<file path="src/rtl/clock_adjust_ctrl.sv">
// Time-set controller for the 24-hour clock: button edge decode, adjust FSM,
// single-cycle counter pulses with auto-repeat, inactivity timeout and blink enables.
module clock_adjust_ctrl #(
  parameter int unsigned CW         = 12,
  parameter int unsigned REPEAT_DLY = 50,
  parameter int unsigned REPEAT_PER = 10,
  parameter int unsigned TIMEOUT    = 3000
) (
  input  logic CLK,
  input  logic RST,
  input  logic CE,
  input  logic SIG2HZ,
  input  logic MODE,
  input  logic SELECT,
  input  logic ADJUST,
  output logic SECCLR,
  output logic MININC,
  output logic HOURINC,
  output logic SECON,
  output logic MINON,
  output logic HOURON,
  output logic ADJMODE
);

  typedef enum logic [1:0] {StNorm, StSec, StMin, StHour} state_e;

  localparam logic [CW-1:0] RepLast   = CW'(REPEAT_DLY - 1);
  localparam logic [CW-1:0] RepReload = CW'(REPEAT_DLY - REPEAT_PER);
  localparam logic [CW-1:0] ToLast    = CW'(TIMEOUT - 1);

  state_e        state_q, state_d;
  logic [CW-1:0] rep_q, rep_d;
  logic [CW-1:0] to_q, to_d;
  logic          rep_arm_q, rep_arm_d;
  logic          mode_hist_q, sel_hist_q, adj_hist_q;
  logic          secclr_q, secclr_d;
  logic          mininc_q, mininc_d;
  logic          hourinc_q, hourinc_d;
  logic          adjmode_q, adjmode_d;

  logic mode_ev, sel_ev, adj_ev;
  logic in_adj, rep_state, rep_hit, to_hit;

  assign mode_ev   = MODE & ~mode_hist_q;
  assign sel_ev    = SELECT & ~sel_hist_q;
  assign adj_ev    = ADJUST & ~adj_hist_q;
  assign in_adj    = (state_q != StNorm);
  assign rep_state = (state_q == StMin) || (state_q == StHour);
  assign rep_hit   = rep_state & rep_arm_q & ADJUST & CE & (rep_q == RepLast);
  assign to_hit    = in_adj & CE & (to_q == ToLast);

  always_comb begin
    state_d   = state_q;
    rep_d     = rep_q;
    rep_arm_d = rep_arm_q;
    to_d      = to_q;
    secclr_d  = 1'b0;
    mininc_d  = 1'b0;
    hourinc_d = 1'b0;

    if (!in_adj) begin
      if (mode_ev) state_d = StSec;
      to_d      = '0;
      rep_d     = '0;
      rep_arm_d = 1'b0;
    end else if (mode_ev || sel_ev) begin
      // A state change always beats a coincident adjust event or repeat expiry.
      if (mode_ev) begin
        state_d = StNorm;
      end else begin
        unique case (state_q)
          StSec:   state_d = StHour;
          StHour:  state_d = StMin;
          StMin:   state_d = StSec;
          default: state_d = StNorm;
        endcase
      end
      to_d      = '0;
      rep_d     = '0;
      rep_arm_d = 1'b0;
    end else if (adj_ev) begin
      unique case (state_q)
        StSec:   secclr_d  = 1'b1;
        StMin:   mininc_d  = 1'b1;
        StHour:  hourinc_d = 1'b1;
        default: ;
      endcase
      to_d      = '0;
      rep_d     = '0;
      rep_arm_d = rep_state;
    end else if (rep_hit) begin
      if (state_q == StMin) mininc_d = 1'b1;
      else                  hourinc_d = 1'b1;
      rep_d = RepReload;
      to_d  = '0;
    end else if (to_hit) begin
      state_d   = StNorm;
      to_d      = '0;
      rep_d     = '0;
      rep_arm_d = 1'b0;
    end else begin
      if (CE) to_d = to_q + CW'(1);
      if (!ADJUST) begin
        rep_d     = '0;
        rep_arm_d = 1'b0;
      end else if (rep_arm_q && CE) begin
        rep_d = rep_q + CW'(1);
      end
    end

    adjmode_d = (state_d != StNorm);
  end

  always_ff @(posedge CLK) begin
    if (RST) begin
      state_q     <= StNorm;
      rep_q       <= '0;
      to_q        <= '0;
      rep_arm_q   <= 1'b0;
      // History resets high so a button held through reset yields no edge.
      mode_hist_q <= 1'b1;
      sel_hist_q  <= 1'b1;
      adj_hist_q  <= 1'b1;
      secclr_q    <= 1'b0;
      mininc_q    <= 1'b0;
      hourinc_q   <= 1'b0;
      adjmode_q   <= 1'b0;
    end else begin
      state_q     <= state_d;
      rep_q       <= rep_d;
      to_q        <= to_d;
      rep_arm_q   <= rep_arm_d;
      mode_hist_q <= MODE;
      sel_hist_q  <= SELECT;
      adj_hist_q  <= ADJUST;
      secclr_q    <= secclr_d;
      mininc_q    <= mininc_d;
      hourinc_q   <= hourinc_d;
      adjmode_q   <= adjmode_d;
    end
  end

  assign SECCLR  = secclr_q;
  assign MININC  = mininc_q;
  assign HOURINC = hourinc_q;
  assign ADJMODE = adjmode_q;

  assign SECON  = ~((state_q == StSec)  & SIG2HZ & ~ADJUST);
  assign MINON  = ~((state_q == StMin)  & SIG2HZ & ~ADJUST);
  assign HOURON = ~((state_q == StHour) & SIG2HZ & ~ADJUST);

endmodule
</file>
<file path="config.mk">
export PLATFORM = sky130hd
export DESIGN_NAME = clock_adjust_ctrl
export DESIGN_NICKNAME = d
export VERILOG_FILES = /design/src/rtl/clock_adjust_ctrl.sv
export SDC_FILE = /design/constraint.sdc
export NUM_CORES = 1
export LEC_CHECK = 0
export CELL_PAD_IN_SITES_DETAIL_PLACEMENT = 1
export CELL_PAD_IN_SITES_GLOBAL_PLACEMENT = 1
export CORE_AREA = 2 2 71 73
export DETAILED_ROUTE_END_ITERATION = 8
export DIE_AREA = 0 0 73 75
export GPL_ROUTABILITY_DRIVEN = 0
export HOLD_SLACK_MARGIN = 0.02
export PLACE_DENSITY = 0.77
export SYNTH_ARGS = -nofsm -noshare
export SYNTH_HDL_FRONTEND = slang
export SYNTH_SLANG_ARGS = --single-unit
</file>
<file path="constraint.sdc">
create_clock -name CLK -period 2.48 [get_ports CLK]
set_input_delay 0.496 -clock CLK [delete_from_list [all_inputs] [get_ports CLK]]
set_output_delay 0.496 -clock CLK [all_outputs]
set_load 0.02 [all_outputs]
</file>
# ---- Word-level counts from Yosys, hierarchy flattened
# Index checks and enable logic that the tools add are counted.
dict set report word_totals {
  register_bits 34
  input_bits 7
  out_inout_bits 7
  elab_cells 81
}
dict set report op_classes {
  n_addsub 2
  n_eq_ne 8
  n_mux 24
  bitwise_logic 24
  reduce_logical 11
}
# cell count
set op_table {}
lappend op_table {{adder 12 x 1 -> 12 bit (second input constant)} 2}
lappend op_table {{two-way mux 6 bit} 4}
lappend op_table {{bitwise AND 1 bit} 15}
lappend op_table {{two-way mux 2 bit} 7}
lappend op_table {{== test 12 bit (second input constant)} 1}
lappend op_table {{== test 12 x 6 -> 1 bit (second input constant)} 1}
lappend op_table {{two-way mux 1 bit} 12}
lappend op_table {{NOT 1 bit} 9}
lappend op_table {{OR reduction 4 bit} 2}
lappend op_table {{OR reduction 7 bit} 1}
lappend op_table {{case mux 2 bit (3 select lines)} 1}
lappend op_table {{OR reduction 6 bit} 1}
lappend op_table {{== test 2 bit (second input constant)} 2}
lappend op_table {{!= test 4 x 1 -> 1 bit (second input constant)} 1}
lappend op_table {{nonzero test 2 bit} 2}
lappend op_table {{!= test 3 x 1 -> 1 bit (second input constant)} 1}
lappend op_table {{OR reduction 3 bit} 1}
lappend op_table {{== test 2 x 1 -> 1 bit (second input constant)} 1}
lappend op_table {{logical OR 1 bit} 2}
lappend op_table {{!= test 2 bit (second input constant)} 1}
lappend op_table {{AND reduction 2 bit} 1}
lappend op_table {{logical AND 1 bit} 1}

# ---- Depth between registers and ports, before layout
# Gate-level depths: netlist of the first run.
dict set report logic_depth {
  word_depth 11
  ltp_mapped 8
  ltp_nobuf 6
}

# ---- Least setup slack after synthesis of the first run
# Ideal clock, no wire load.
dict set report synth_timing {
  path_kind {register -> register}
  start {register state_q[1]}
  end {register adjmode_q, in the netlist ADJMODE}
  setup_time_ns 0.133
  t_arrival_ns 1.666
  required_time_ns 2.347
  setup_slack_ns 0.680
  path_stages_with_launch 8
  path_buffers 1
  synth_period_minus_slack_ns 1.800
  path_cell_list {dfxtp_1 -> inv_1 -> ha_1 -> buf_6 -> and4bb_4 -> nand4_2 -> o31ai_4 -> o311ai_1}
}
dict set report synth_between {
  elab_chain_len 11
  elab_cells_between_ends 20
  cone_classes {eq/ne: 3; mux: 8; bitwise: 6; reduce/logical: 3}
}
# element line
set synth_rtl {}
lappend synth_rtl {{start: declaration} 31} ;# state_e state_q, state_d;
lappend synth_rtl {{start signal: assignment} 116} ;# state_q <= StNorm;
lappend synth_rtl {{start signal: assignment} 129} ;# state_q <= state_d;
lappend synth_rtl {{== test 2 bit} {48, 71}}
lappend synth_rtl {{logical OR 1 bit} 48} ;# assign rep_state = (state_q == StMin) || (state_q == StHour);
lappend synth_rtl {{bitwise AND 1 bit (4 in series)} 49} ;# assign rep_hit = rep_state & rep_arm_q & ADJUST & CE & (rep_q == RepLast);
lappend synth_rtl {{two-way mux 2 bit} 91} ;# end else if (rep_hit) begin
lappend synth_rtl {{two-way mux 2 bit} 81} ;# end else if (adj_ev) begin
lappend synth_rtl {{two-way mux 2 bit} 66} ;# end else if (mode_ev || sel_ev) begin
lappend synth_rtl {{two-way mux 2 bit (*)} 61} ;# if (!in_adj) begin
lappend synth_rtl {{nonzero test 2 bit (*)} 111} ;# adjmode_d = (state_d != StNorm);
lappend synth_rtl {{end signal: assignment} 139} ;# adjmode_q <= adjmode_d;
lappend synth_rtl {{end: declaration} 39} ;# logic adjmode_q, adjmode_d;
# Every way passes the cells marked *; elsewhere a longest branch is shown, timed or not.
# A chain may end at the register's enable or synchronous reset.

# ---- Final worst setup path of the first run
dict set report layout_timing {
  start {input SIG2HZ}
  end {output HOURON}
}
dict set report layout_between {
  elab_chain_len 3
}
# element line
set layout_rtl {}
lappend layout_rtl {{start: declaration} 12} ;# input logic SIG2HZ,
lappend layout_rtl {{bitwise AND 1 bit (2 in series)} 150} ;# assign HOURON = ~((state_q == StHour) & SIG2HZ & ~ADJUST);
lappend layout_rtl {{NOT 1 bit} 150}
lappend layout_rtl {{end: declaration} 21} ;# output logic HOURON,
# No other way between the ends.

==> results of run 1 <==
-- registers in the layout, summed over array words and instances (netlist names) --
| register | cells |
|---|---|
| sel_hist_q | 1 |
| SECCLR | 1 |
| to_q | 12 |
| MININC | 1 |
| ADJMODE | 1 |
| mode_hist_q | 1 |
| rep_arm_q | 1 |
| adj_hist_q | 1 |
| HOURINC | 1 |
| state_q | 2 |
| rep_q | 12 |
-- layout by cell type (no fill, tap or decap), drive strengths merged, types with 4 or more instances in the layout --
cell,instances
dfxtp,34
nor2,26
nand2,20
xnor2,13
clkdlybuf4s50,13
nand4,11
ha,7
nor4,7
a21oi,6
nor3,6
clkbuf,6
nor2b,5
xor2,5
inv,4
and4,4
nand3,4
buf,4
-- tightest hold or removal path: stages, from the launching register on --
cell                      delay [ns]
sky130_fd_sc_hd__dfxtp_1        0.34
sky130_fd_sc_hd__o21ai_0        0.08
sky130_fd_sc_hd__a21oi_1        0.06
-- cell usage after synthesis, types with 2 or more instances --
cell	instances
sky130_fd_sc_hd__nor3b_1	2
sky130_fd_sc_hd__nand2_1	20
sky130_fd_sc_hd__nand3_1	4
sky130_fd_sc_hd__buf_6	2
sky130_fd_sc_hd__inv_1	4
sky130_fd_sc_hd__xnor2_1	13
sky130_fd_sc_hd__dfxtp_1	34
sky130_fd_sc_hd__and2_1	2
sky130_fd_sc_hd__nor2b_1	5
sky130_fd_sc_hd__and4_1	4
sky130_fd_sc_hd__or3_1	2
sky130_fd_sc_hd__xor2_1	5
sky130_fd_sc_hd__nand4_2	2
sky130_fd_sc_hd__or2_2	3
sky130_fd_sc_hd__nor4_2	2
sky130_fd_sc_hd__nor3_1	6
sky130_fd_sc_hd__and3_1	2
sky130_fd_sc_hd__nor4_1	4
sky130_fd_sc_hd__a21oi_1	6
sky130_fd_sc_hd__nand2b_1	3
sky130_fd_sc_hd__nand4_1	8
sky130_fd_sc_hd__ha_1	7
sky130_fd_sc_hd__nor2_1	16
sky130_fd_sc_hd__o21ai_0	2
sky130_fd_sc_hd__buf_4	2
sky130_fd_sc_hd__nor2_2	10
-- final timing paths --
path,start,to,slack [ns],cells after the start
worst min register to register,rep_q[11],rep_q[11],0.52,2
worst max register to register,state_q[1],to_q[4],0.42,6
worst min-delay path,rep_q[11],rep_q[11],0.52,2
worst max-delay path,SIG2HZ,HOURON,0.21,4
-- power by group through the flow --
stage                     logic (mW)  registers (mW)  clock network (mW)
after global placement         0.212           0.592                   0
final                          0.212           0.580               0.418
after detailed placement       0.215           0.592                   0
after global routing           0.239           0.583               0.454
after floorplan                0.159           0.599                   0
after CTS                      0.217           0.580               0.436
-- routing by layer --
| layer | routed length, um | share of wire | vias to the layer above | GRT usage |
|---|---|---|---|---|
| li1 | - | - | 735 | - |
| met1 | 1770 | 0.48 | 684 | 0.196 |
| met2 | 1820 | 0.49 | 13 | 0.265 |
| met3 | 78 | 0.021 | 2 | 0.0361 |
| met4 | 21 | 0.0057 | 0 | 0.0432 |
| met5 | 0 | 0 | - | 0 |
-- logic make-up after synthesis --
kind of cell	after synthesis	synth area share
flops	34	0.371
mux	1	0.00546
xor+xnor	18	0.0860
compound gates	23	0.112
buf+inv	11	0.0362
fa+ha+maj	7	0.0478
simple gates	101	0.341
-- cell type report --
class	count	share of cell area
multi-input combinational	150	0.516
inverter	4	0.00713
clock inverter	2	0.00595
sequential	34	0.323
timing repair buffer	17	0.0761
tap	54	0.0321
clock buffer	6	0.0392
-- through the flow --
step           setup WS [ns]  utilization  total power, mW  hold slack (ns)  cells
2_1_floorplan          0.680            -            0.758            0.469    195
5_1_grt               0.0959        0.452             1.28            0.583    267
3_5_place_dp          0.0224        0.431            0.807            0.514    259
6_report               0.213        0.452             1.21            0.523    267
4_1_cts                0.188        0.452             1.23            0.528    267
3_3_place_gp          0.0924        0.431            0.804            0.488    259
==> flow_summary.html, run 1 <==
<table>
<tr><th>Metric</th><th>Value</th></tr>
<tr><th colspan="2">Clock network</th></tr>
<tr><td>Clock latency at the later pin of the worst-skew pair</td><td>between 0.2 and 0.3 ns</td></tr>
<tr><td>H-tree levels</td><td>2</td></tr>
<tr><td>Cts hold-fix bufs</td><td>0</td></tr>
<tr><td>Clock transition at the registers of the reported paths</td><td>0.07 ns</td></tr>
<tr><td>Largest buffer count on any clock path</td><td>2</td></tr>
<tr><td>Buffer cell driving the clock tree root</td><td>sky130_fd_sc_hd__clkbuf_8</td></tr>
<tr><td>CTS buffer count</td><td>5</td></tr>
<tr><td>Setup bufs post-CTS</td><td>0</td></tr>
<tr><td>Number of gates resized after CTS</td><td>0</td></tr>
<tr><td>Total number of clock tree sinks</td><td>34</td></tr>
<tr><td>TritonCTS clock tree</td><td>done</td></tr>
<tr><th colspan="2">Timing</th></tr>
<tr><td>Final Setup Violations</td><td>0</td></tr>
<tr><td>Unrepaired setup endpoints after global routing</td><td>false</td></tr>
<tr><td>Final Hold Fails</td><td>0</td></tr>
<tr><td>Actual transition at the worst max-transition pin</td><td>0.479 ns</td></tr>
<tr><td>Max Fclk</td><td>441 MHz</td></tr>
<tr><td>Total negative slack</td><td>0 ns</td></tr>
<tr><td>Worst max-slew margin expressed relative to the limit</td><td>0.680</td></tr>
<tr><td>Period utilisation layout</td><td>0.914</td></tr>
<tr><td>Final setup skew</td><td>0.0113 ns</td></tr>
<tr><td>Total count of max-transition violations in the final report</td><td>0</td></tr>
<tr><td>Tmin final</td><td>2.27 ns</td></tr>
<tr><th colspan="2">Layout</th></tr>
<tr><td>Area used by sequential logic in the layout</td><td>681 um2</td></tr>
<tr><td>Growth of design area from synthesis to finish</td><td>14.8%</td></tr>
<tr><td>Fillcell total</td><td>~550</td></tr>
<tr><td>Total inserted antenna cells</td><td>0</td></tr>
<tr><td>Area taken by multi-input logic gates</td><td>1090 um2</td></tr>
<tr><td>Finished Cell Area</td><td>2100 um2</td></tr>
<tr><td>Fraction of layout instances using a drive strength above 1</td><td>0.178</td></tr>
<tr><td>Final #Nets</td><td>226</td></tr>
<tr><th colspan="2">Floorplan</th></tr>
<tr><td>Starting density of the core</td><td>0.393</td></tr>
<tr><td>I/O pins</td><td>14</td></tr>
<tr><td>Die area</td><td>5480 um2</td></tr>
<tr><td>Row Count</td><td>25</td></tr>
<tr><td>Std-Cell Core Area</td><td>about 4700 um2</td></tr>
<tr><td>Die outline height</td><td>75 um</td></tr>
<tr><td>Die Wd</td><td>around 73 um</td></tr>
<tr><th colspan="2">Setup path</th></tr>
<tr><td>Buffer and inverter count on the worst path</td><td>2</td></tr>
<tr><td>Cell type of the slowest stage on the worst timing path</td><td>sky130_fd_sc_hd__clkdlybuf4s50_1</td></tr>
<tr><td>Element type at the critical path start</td><td>input port</td></tr>
<tr><td>Crit-path max FO</td><td>3</td></tr>
<tr><td>Worst path max stage delay</td><td>~0.54 ns</td></tr>
<tr><td>Worst path cell trace</td><td>clkdlybuf4s50_1 -&gt; nor2b_1 -&gt; nand2_1 -&gt; clkdlybuf4s50_1</td></tr>
<tr><td>Arrival time at the worst endpoint</td><td>1.77 ns</td></tr>
<tr><td>Most used cell, CP</td><td>sky130_fd_sc_hd__clkdlybuf4s50_1</td></tr>
<tr><td>Critical setup path kind</td><td>in -&gt; out</td></tr>
<tr><td>Cell type group with the largest total delay on the critical path</td><td>buffers and inverters</td></tr>
<tr><td>Element type at the critical path end</td><td>output port</td></tr>
<tr><td>Required time reported for the critical path endpoint</td><td>1.98 ns</td></tr>
<tr><th colspan="2">Detailed routing</th></tr>
<tr><td>DRT antenna net count</td><td>0</td></tr>
<tr><td>Number of DRC violations after detailed-routing iteration 0</td><td>43</td></tr>
<tr><td>Total Routed Length</td><td>~3.7 mm</td></tr>
<tr><td>Pre-antenna DRT Iters</td><td>4</td></tr>
<tr><td>Remaining DRCs</td><td>0</td></tr>
<tr><td>Total number of vias</td><td>1434</td></tr>
<tr><td>Routed wire per std cell</td><td>13.8 um</td></tr>
<tr><td>Per-cell via count in the routed design</td><td>5.37</td></tr>
<tr><th colspan="2">Logic synthesis</th></tr>
<tr><td>Post-synth top area cell</td><td>sky130_fd_sc_hd__dfxtp_1</td></tr>
<tr><td>Syn Area/Cell</td><td>between 9 and 10 um2</td></tr>
<tr><td>Post-Synthesis Net Count</td><td>around 210</td></tr>
<tr><td>Synthesized netlist cell count</td><td>195</td></tr>
<tr><td>Synth top area cells</td><td>sky130_fd_sc_hd__dfxtp_1 (37%), sky130_fd_sc_hd__xnor2_1 (6.2%), sky130_fd_sc_hd__ha_1 (4.8%), sky130_fd_sc_hd__nand2_1 (4.1%), sky130_fd_sc_hd__nor2_2 (3.4%)</td></tr>
<tr><td>Post-synthesis sequential area ratio</td><td>0.371</td></tr>
<tr><td>Synth Flop Type</td><td>sky130_fd_sc_hd__dfxtp_1</td></tr>
<tr><td>Area share of the leading cell type in the synthesized netlist</td><td>0.371</td></tr>
<tr><td>Yosys Warn Count</td><td>0</td></tr>
<tr><td>Post-Synthesis Cell Area</td><td>1830 um2</td></tr>
<tr><td>Netlist cell types</td><td>51</td></tr>
<tr><td>Async set-reset flop share out of synthesis</td><td>0</td></tr>
<tr><td>Number of enable-type register cells in the synthesized netlist</td><td>0</td></tr>
<tr><td>Flip-flop and latch count after synthesis</td><td>34</td></tr>
<tr><th colspan="2">Power and ir drop</th></tr>
<tr><td>Switching fraction of total power</td><td>0.274</td></tr>
<tr><td>Sequential fraction of design power</td><td>0.479</td></tr>
<tr><td>Worst IR drop on VDD</td><td>between 0.2 and 0.3 mV</td></tr>
<tr><td>Power per Cell Area</td><td>575 nW/um2</td></tr>
<tr><td>Internal Pwr Total</td><td>0.879 mW</td></tr>
<tr><td>Psw</td><td>0.332 mW</td></tr>
<tr><td>Proportion of power drawn by the clock network</td><td>0.346</td></tr>
<tr><td>Logic pwr share</td><td>0.175</td></tr>
<tr><td>Leak</td><td>0.676 nW</td></tr>
<tr><th colspan="2">Global routing</th></tr>
<tr><td>Remaining Overflow, GRT</td><td>0</td></tr>
<tr><td>Via count of the first global-routing pass</td><td>1462</td></tr>
<tr><td>Maximum number of pins on one net before global-route repair</td><td>13</td></tr>
<tr><td>Wire length of the first global-routing pass</td><td>6.64 mm</td></tr>
<tr><td>Antenna violations before repair</td><td>0</td></tr>
<tr><td>GRT Util Overall</td><td>0.155</td></tr>
<tr><th colspan="2">Place</th></tr>
<tr><td>Number of buffer cells added on primary ports</td><td>13</td></tr>
<tr><td>Post-detailed-placement half-perimeter wirelength</td><td>2.82 mm</td></tr>
<tr><td>Area after DPL</td><td>roughly 2000 um2</td></tr>
<tr><th colspan="2">Run</th></tr>
<tr><td>Total of max-cap violations</td><td>0</td></tr>
<tr><th colspan="2">Hold path</th></tr>
<tr><td>Hold WC Path Type</td><td>reg -&gt; reg</td></tr>
<tr><th colspan="2">Status</th></tr>
<tr><td>Run status</td><td>finished clean</td></tr>
</table>
No activity file was read; power rests on OpenSTA's default activity.
==> run 2: changes to the inputs <==
Settings changed: ABC_AREA set to 1, CAP_MARGIN set to 20, CORE_AREA 2 2 71 73 to 2 2 70 72, DIE_AREA 0 0 73 75 to 0 0 72 74, PLACE_DENSITY 0.77 to 0.82.
==> flow_summary.html, run 2 <==
<table>
<tr><th>Metric</th><th>Value</th></tr>
<tr><th colspan="2">Layout</th></tr>
<tr><td>Fillcell total</td><td>599 (+9.7%)</td></tr>
<tr><td>Finished Cell Area</td><td>2150 um2 (+2.2%)</td></tr>
<tr><td>Final #Nets</td><td>280 (+24%)</td></tr>
<tr><td>Growth of design area from synthesis to finish</td><td>16.2%</td></tr>
<tr><td>Leading cell type in the layout, fill and taps excluded</td><td>sky130_fd_sc_hd__nand2_1</td></tr>
<tr><td>Fraction of layout instances using a drive strength above 1</td><td>0.191 (+0.0126)</td></tr>
<tr><td>Biggest registers after layout</td><td>rep_q x12, to_q x12, state_q x2</td></tr>
<tr><td>Most frequent cells in the layout</td><td>sky130_fd_sc_hd__nand2_1 (43), sky130_fd_sc_hd__dfxtp_1 (34), sky130_fd_sc_hd__inv_1 (34)</td></tr>
<tr><td>Total inserted antenna cells</td><td>0 (unchanged)</td></tr>
<tr><th colspan="2">Hold path</th></tr>
<tr><td>Hold WC Path Type</td><td>reg -&gt; reg</td></tr>
<tr><th colspan="2">Logic synthesis</th></tr>
<tr><td>Post-Synth XOR/XNOR Area</td><td>0.0473 (-0.0387)</td></tr>
<tr><td>Netlist cell types</td><td>32 (-37%)</td></tr>
<tr><td>Post-Synthesis Cell Area</td><td>1850 um2 (+0.96%)</td></tr>
<tr><td>Synthesized netlist cell count</td><td>244 (+25%)</td></tr>
<tr><td>Post-synthesis sequential area ratio</td><td>0.368 (-0.00351)</td></tr>
<tr><td>Post-Synthesis Net Count</td><td>258 (+23%)</td></tr>
<tr><td>Area fraction in and, or, nand and nor cells after synthesis</td><td>0.382 (+0.0407)</td></tr>
<tr><td>Most common cell in the synthesized netlist</td><td>sky130_fd_sc_hd__nand2_1</td></tr>
<tr><td>Compound-cell area share of the yosys netlist</td><td>0.0703 (-0.0416)</td></tr>
<tr><td>Combinational family with the most area after synthesis</td><td>simple AND/OR/NAND/NOR gates</td></tr>
<tr><td>Flip-flop and latch count after synthesis</td><td>34 (unchanged)</td></tr>
<tr><td>Mux share of post-synthesis cell area</td><td>0 (-0.00546)</td></tr>
<tr><td>Number of enable-type register cells in the synthesized netlist</td><td>0 (unchanged)</td></tr>
<tr><td>Synth top area cells</td><td>sky130_fd_sc_hd__dfxtp_1 (37%), sky130_fd_sc_hd__nand2_1 (8.7%), sky130_fd_sc_hd__inv_1 (6.9%), sky130_fd_sc_hd__nor2_1 (6.3%), sky130_fd_sc_hd__nor2_4 (4.9%)</td></tr>
<tr><td>Async set-reset flop share out of synthesis</td><td>0 (unchanged)</td></tr>
<tr><td>Adder-Cell Fraction of Synth Area</td><td>0.0473 (-0.000452)</td></tr>
<tr><td>Post-synth top area cell</td><td>sky130_fd_sc_hd__dfxtp_1</td></tr>
<tr><td>Area share of the leading cell type in the synthesized netlist</td><td>0.368 (-0.00351)</td></tr>
<tr><td>Synth Flop Type</td><td>sky130_fd_sc_hd__dfxtp_1</td></tr>
<tr><td>Syn Area/Cell</td><td>7.58 um2 (-19%)</td></tr>
<tr><td>Yosys Warn Count</td><td>0 (unchanged)</td></tr>
<tr><td>Top cell types by occurrence after synthesis</td><td>sky130_fd_sc_hd__nand2_1 (43), sky130_fd_sc_hd__dfxtp_1 (34), sky130_fd_sc_hd__inv_1 (34), sky130_fd_sc_hd__nor2_1 (31)</td></tr>
<tr><th colspan="2">Floorplan</th></tr>
<tr><td>Std-Cell Core Area</td><td>4600 um2 (-1.3%)</td></tr>
<tr><td>Die area</td><td>5330 um2 (-2.7%)</td></tr>
<tr><td>Die Wd</td><td>72 um (-1.4%)</td></tr>
<tr><td>Die outline height</td><td>74 um (-1.3%)</td></tr>
<tr><td>Starting density of the core</td><td>0.402 (+0.00916)</td></tr>
<tr><td>I/O pins</td><td>14 (unchanged)</td></tr>
<tr><td>Row Count</td><td>25 (unchanged)</td></tr>
<tr><th colspan="2">Setup path</th></tr>
<tr><td>Most used cell, CP</td><td>sky130_fd_sc_hd__clkdlybuf4s50_1</td></tr>
<tr><td>Buffer and inverter count on the worst path</td><td>3 (+1)</td></tr>
<tr><td>Element type at the critical path start</td><td>input port</td></tr>
<tr><td>Cell type of the slowest stage on the worst timing path</td><td>sky130_fd_sc_hd__clkdlybuf4s50_1</td></tr>
<tr><td>Element type at the critical path end</td><td>output port</td></tr>
<tr><td>Required time reported for the critical path endpoint</td><td>1.98 ns (about the same)</td></tr>
<tr><td>Arrival time at the worst endpoint</td><td>1.79 ns (+0.02 ns)</td></tr>
<tr><td>Worst path cell trace</td><td>clkdlybuf4s50_1 -&gt; inv_2 -&gt; nand3_1 -&gt; clkdlybuf4s50_1</td></tr>
<tr><td>Cell type group with the largest total delay on the critical path</td><td>buffers and inverters</td></tr>
<tr><td>Worst path max stage delay</td><td>0.61 ns (+0.07 ns)</td></tr>
<tr><td>Critical setup path kind</td><td>in -&gt; out</td></tr>
<tr><td>Crit-path max FO</td><td>4 (+1)</td></tr>
<tr><th colspan="2">Global routing</th></tr>
<tr><td>Antenna violations before repair</td><td>0 (unchanged)</td></tr>
<tr><td>Remaining Overflow, GRT</td><td>0 (unchanged)</td></tr>
<tr><td>GRT Util Overall</td><td>0.168 (+0.0126)</td></tr>
<tr><td>Wire length of the first global-routing pass</td><td>6.93 mm (+4.5%)</td></tr>
<tr><td>Via count of the first global-routing pass</td><td>1579 (+8.0%)</td></tr>
<tr><td>Maximum number of pins on one net before global-route repair</td><td>11 (-2)</td></tr>
<tr><th colspan="2">Detailed routing</th></tr>
<tr><td>Remaining DRCs</td><td>0 (unchanged)</td></tr>
<tr><td>Total number of vias</td><td>1573 (+9.7%)</td></tr>
<tr><td>Per-cell via count in the routed design</td><td>4.90 (-8.8%)</td></tr>
<tr><td>DRT antenna net count</td><td>0 (unchanged)</td></tr>
<tr><td>Total Routed Length</td><td>3.99 mm (+8.2%)</td></tr>
<tr><td>Routed wire per std cell</td><td>12.4 um (-10%)</td></tr>
<tr><td>Number of DRC violations after detailed-routing iteration 0</td><td>52 (+21%)</td></tr>
<tr><td>Pre-antenna DRT Iters</td><td>4 (unchanged)</td></tr>
<tr><th colspan="2">Place</th></tr>
<tr><td>Number of buffer cells added on primary ports</td><td>13 (unchanged)</td></tr>
<tr><td>Post-detailed-placement half-perimeter wirelength</td><td>3.21 mm (+14%)</td></tr>
<tr><td>Area after DPL</td><td>2060 um2 (+2.5%)</td></tr>
<tr><th colspan="2">Clock network</th></tr>
<tr><td>Cts hold-fix bufs</td><td>0 (unchanged)</td></tr>
<tr><td>Total number of clock tree sinks</td><td>34 (unchanged)</td></tr>
<tr><td>Setup bufs post-CTS</td><td>0 (unchanged)</td></tr>
<tr><td>Number of gates resized after CTS</td><td>0 (unchanged)</td></tr>
<tr><td>Buffer cell driving the clock tree root</td><td>sky130_fd_sc_hd__clkbuf_8</td></tr>
<tr><td>CTS buffer count</td><td>5 (unchanged)</td></tr>
<tr><td>TritonCTS clock tree</td><td>done</td></tr>
<tr><td>Largest buffer count on any clock path</td><td>2 (unchanged)</td></tr>
<tr><td>Clock latency at the later pin of the worst-skew pair</td><td>0.28 ns (about the same)</td></tr>
<tr><td>Clock transition at the registers of the reported paths</td><td>0.06 ns (about the same)</td></tr>
<tr><td>H-tree levels</td><td>2 (unchanged)</td></tr>
<tr><th colspan="2">Timing</th></tr>
<tr><td>Period utilisation layout</td><td>0.924 (+0.00943)</td></tr>
<tr><td>Worst max-slew margin expressed relative to the limit</td><td>0.743 (+0.0634)</td></tr>
<tr><td>Final setup skew</td><td>0.00526 ns (-0.00606 ns)</td></tr>
<tr><td>Final Setup Violations</td><td>0 (unchanged)</td></tr>
<tr><td>Total negative slack</td><td>0 ns (unchanged)</td></tr>
<tr><td>Total count of max-transition violations in the final report</td><td>0 (unchanged)</td></tr>
<tr><td>Final Hold Fails</td><td>0 (unchanged)</td></tr>
<tr><td>Actual transition at the worst max-transition pin</td><td>0.381 ns (-0.0975 ns)</td></tr>
<tr><td>Unrepaired setup endpoints after global routing</td><td>false</td></tr>
<tr><td>Tmin final</td><td>2.29 ns (+0.0234 ns)</td></tr>
<tr><td>Max Fclk</td><td>437 MHz (-1.0%)</td></tr>
<tr><th colspan="2">Power and ir drop</th></tr>
<tr><td>Leak</td><td>0.852 nW (+26%)</td></tr>
<tr><td>Power per Cell Area</td><td>508 nW/um2 (-12%)</td></tr>
<tr><td>Worst IR drop on VDD</td><td>0.269 mV (-1.8%)</td></tr>
<tr><th colspan="2">Run</th></tr>
<tr><td>Total of max-cap violations</td><td>0 (unchanged)</td></tr>
<tr><th colspan="2">Status</th></tr>
<tr><td>Run status</td><td>finished clean</td></tr>
</table>
## run 2: worst reg2reg max path, cell delays in order (launching register included)
cell	delay (ns)
sky130_fd_sc_hd__dfxtp_1	0.42
sky130_fd_sc_hd__inv_1	0.10
sky130_fd_sc_hd__ha_1	0.28
sky130_fd_sc_hd__inv_1	0.11
sky130_fd_sc_hd__nand3_2	0.16
sky130_fd_sc_hd__nor2_4	0.15
sky130_fd_sc_hd__nand2_2	0.07
sky130_fd_sc_hd__nor2_4	0.20
sky130_fd_sc_hd__nand2_4	0.13
sky130_fd_sc_hd__nor2_2	0.09
sky130_fd_sc_hd__o21a_1	0.11
## run 2: cell families after synthesis
| kind of cell | Yosys count |
|---|---|
| AND/OR/NAND/NOR | 130 |
| buffers and inverters | 40 |
| adder cells (fa/ha/maj) | 7 |
| flip-flops | 34 |
| XOR/XNOR | 10 |
| AO/OA/AOI/OAI | 23 |
## run 2: through the flow
stage	util	hold WS [ns]	std cells	setup slack, ns	power (mW)
2_1_floorplan	-	0.456	244	0.945	0.643
3_3_place_gp	0.448	0.478	313	0.207	0.682
3_5_place_dp	0.448	0.501	313	0.184	0.686
4_1_cts	0.468	0.512	321	0.180	1.11
5_1_grt	0.468	0.532	321	0.139	1.15
6_report	0.468	0.506	321	0.189	1.09
## run 2: final timing paths
| check | slack [ns] | end | cells past startpoint | start |
|---|---|---|---|---|
| min reg2reg | 0.51 | to_q[1] | 2 | to_q[1] |
| min | 0.51 | to_q[1] | 2 | to_q[1] |
| max | 0.19 | MINON | 4 | ADJUST |
| max reg2reg | 0.62 | rep_q[8] | 10 | state_q[0] |
## run 2: power by group
part	switching (mW)	total, mW	internal (mW)	leakage [nW]
clock network	0.196	0.420	0.224	0.0482
registers	0.00843	0.565	0.556	0.275
logic	0.0669	0.108	0.0414	0.529
total	0.272	1.09	0.822	0.852
## run 2: cell type report
cell class,count,area (um2),share of cell area
Timing Repair Buffer,16,153,0.0710
Multi-Input combinational cell,170,1010,0.471
Sequential cell,34,681,0.316
Inverter,39,146,0.0681
Clock buffer,7,86.3,0.0401
Clock inverter,1,5.00,0.00233
Tap cell,54,67.6,0.0314
## run 2: per-layer routing
| metal | track usage | vias to the layer above | share of wire |
|---|---|---|---|
| met2 | 0.295 | 12 | 0.51 |
| met3 | 0.0447 | 6 | 0.017 |
| li1 | - | 806 | - |
| met5 | 0 | - | 0 |
| met1 | 0.194 | 749 | 0.46 |
| met4 | 0.0692 | 0 | 0.016 |
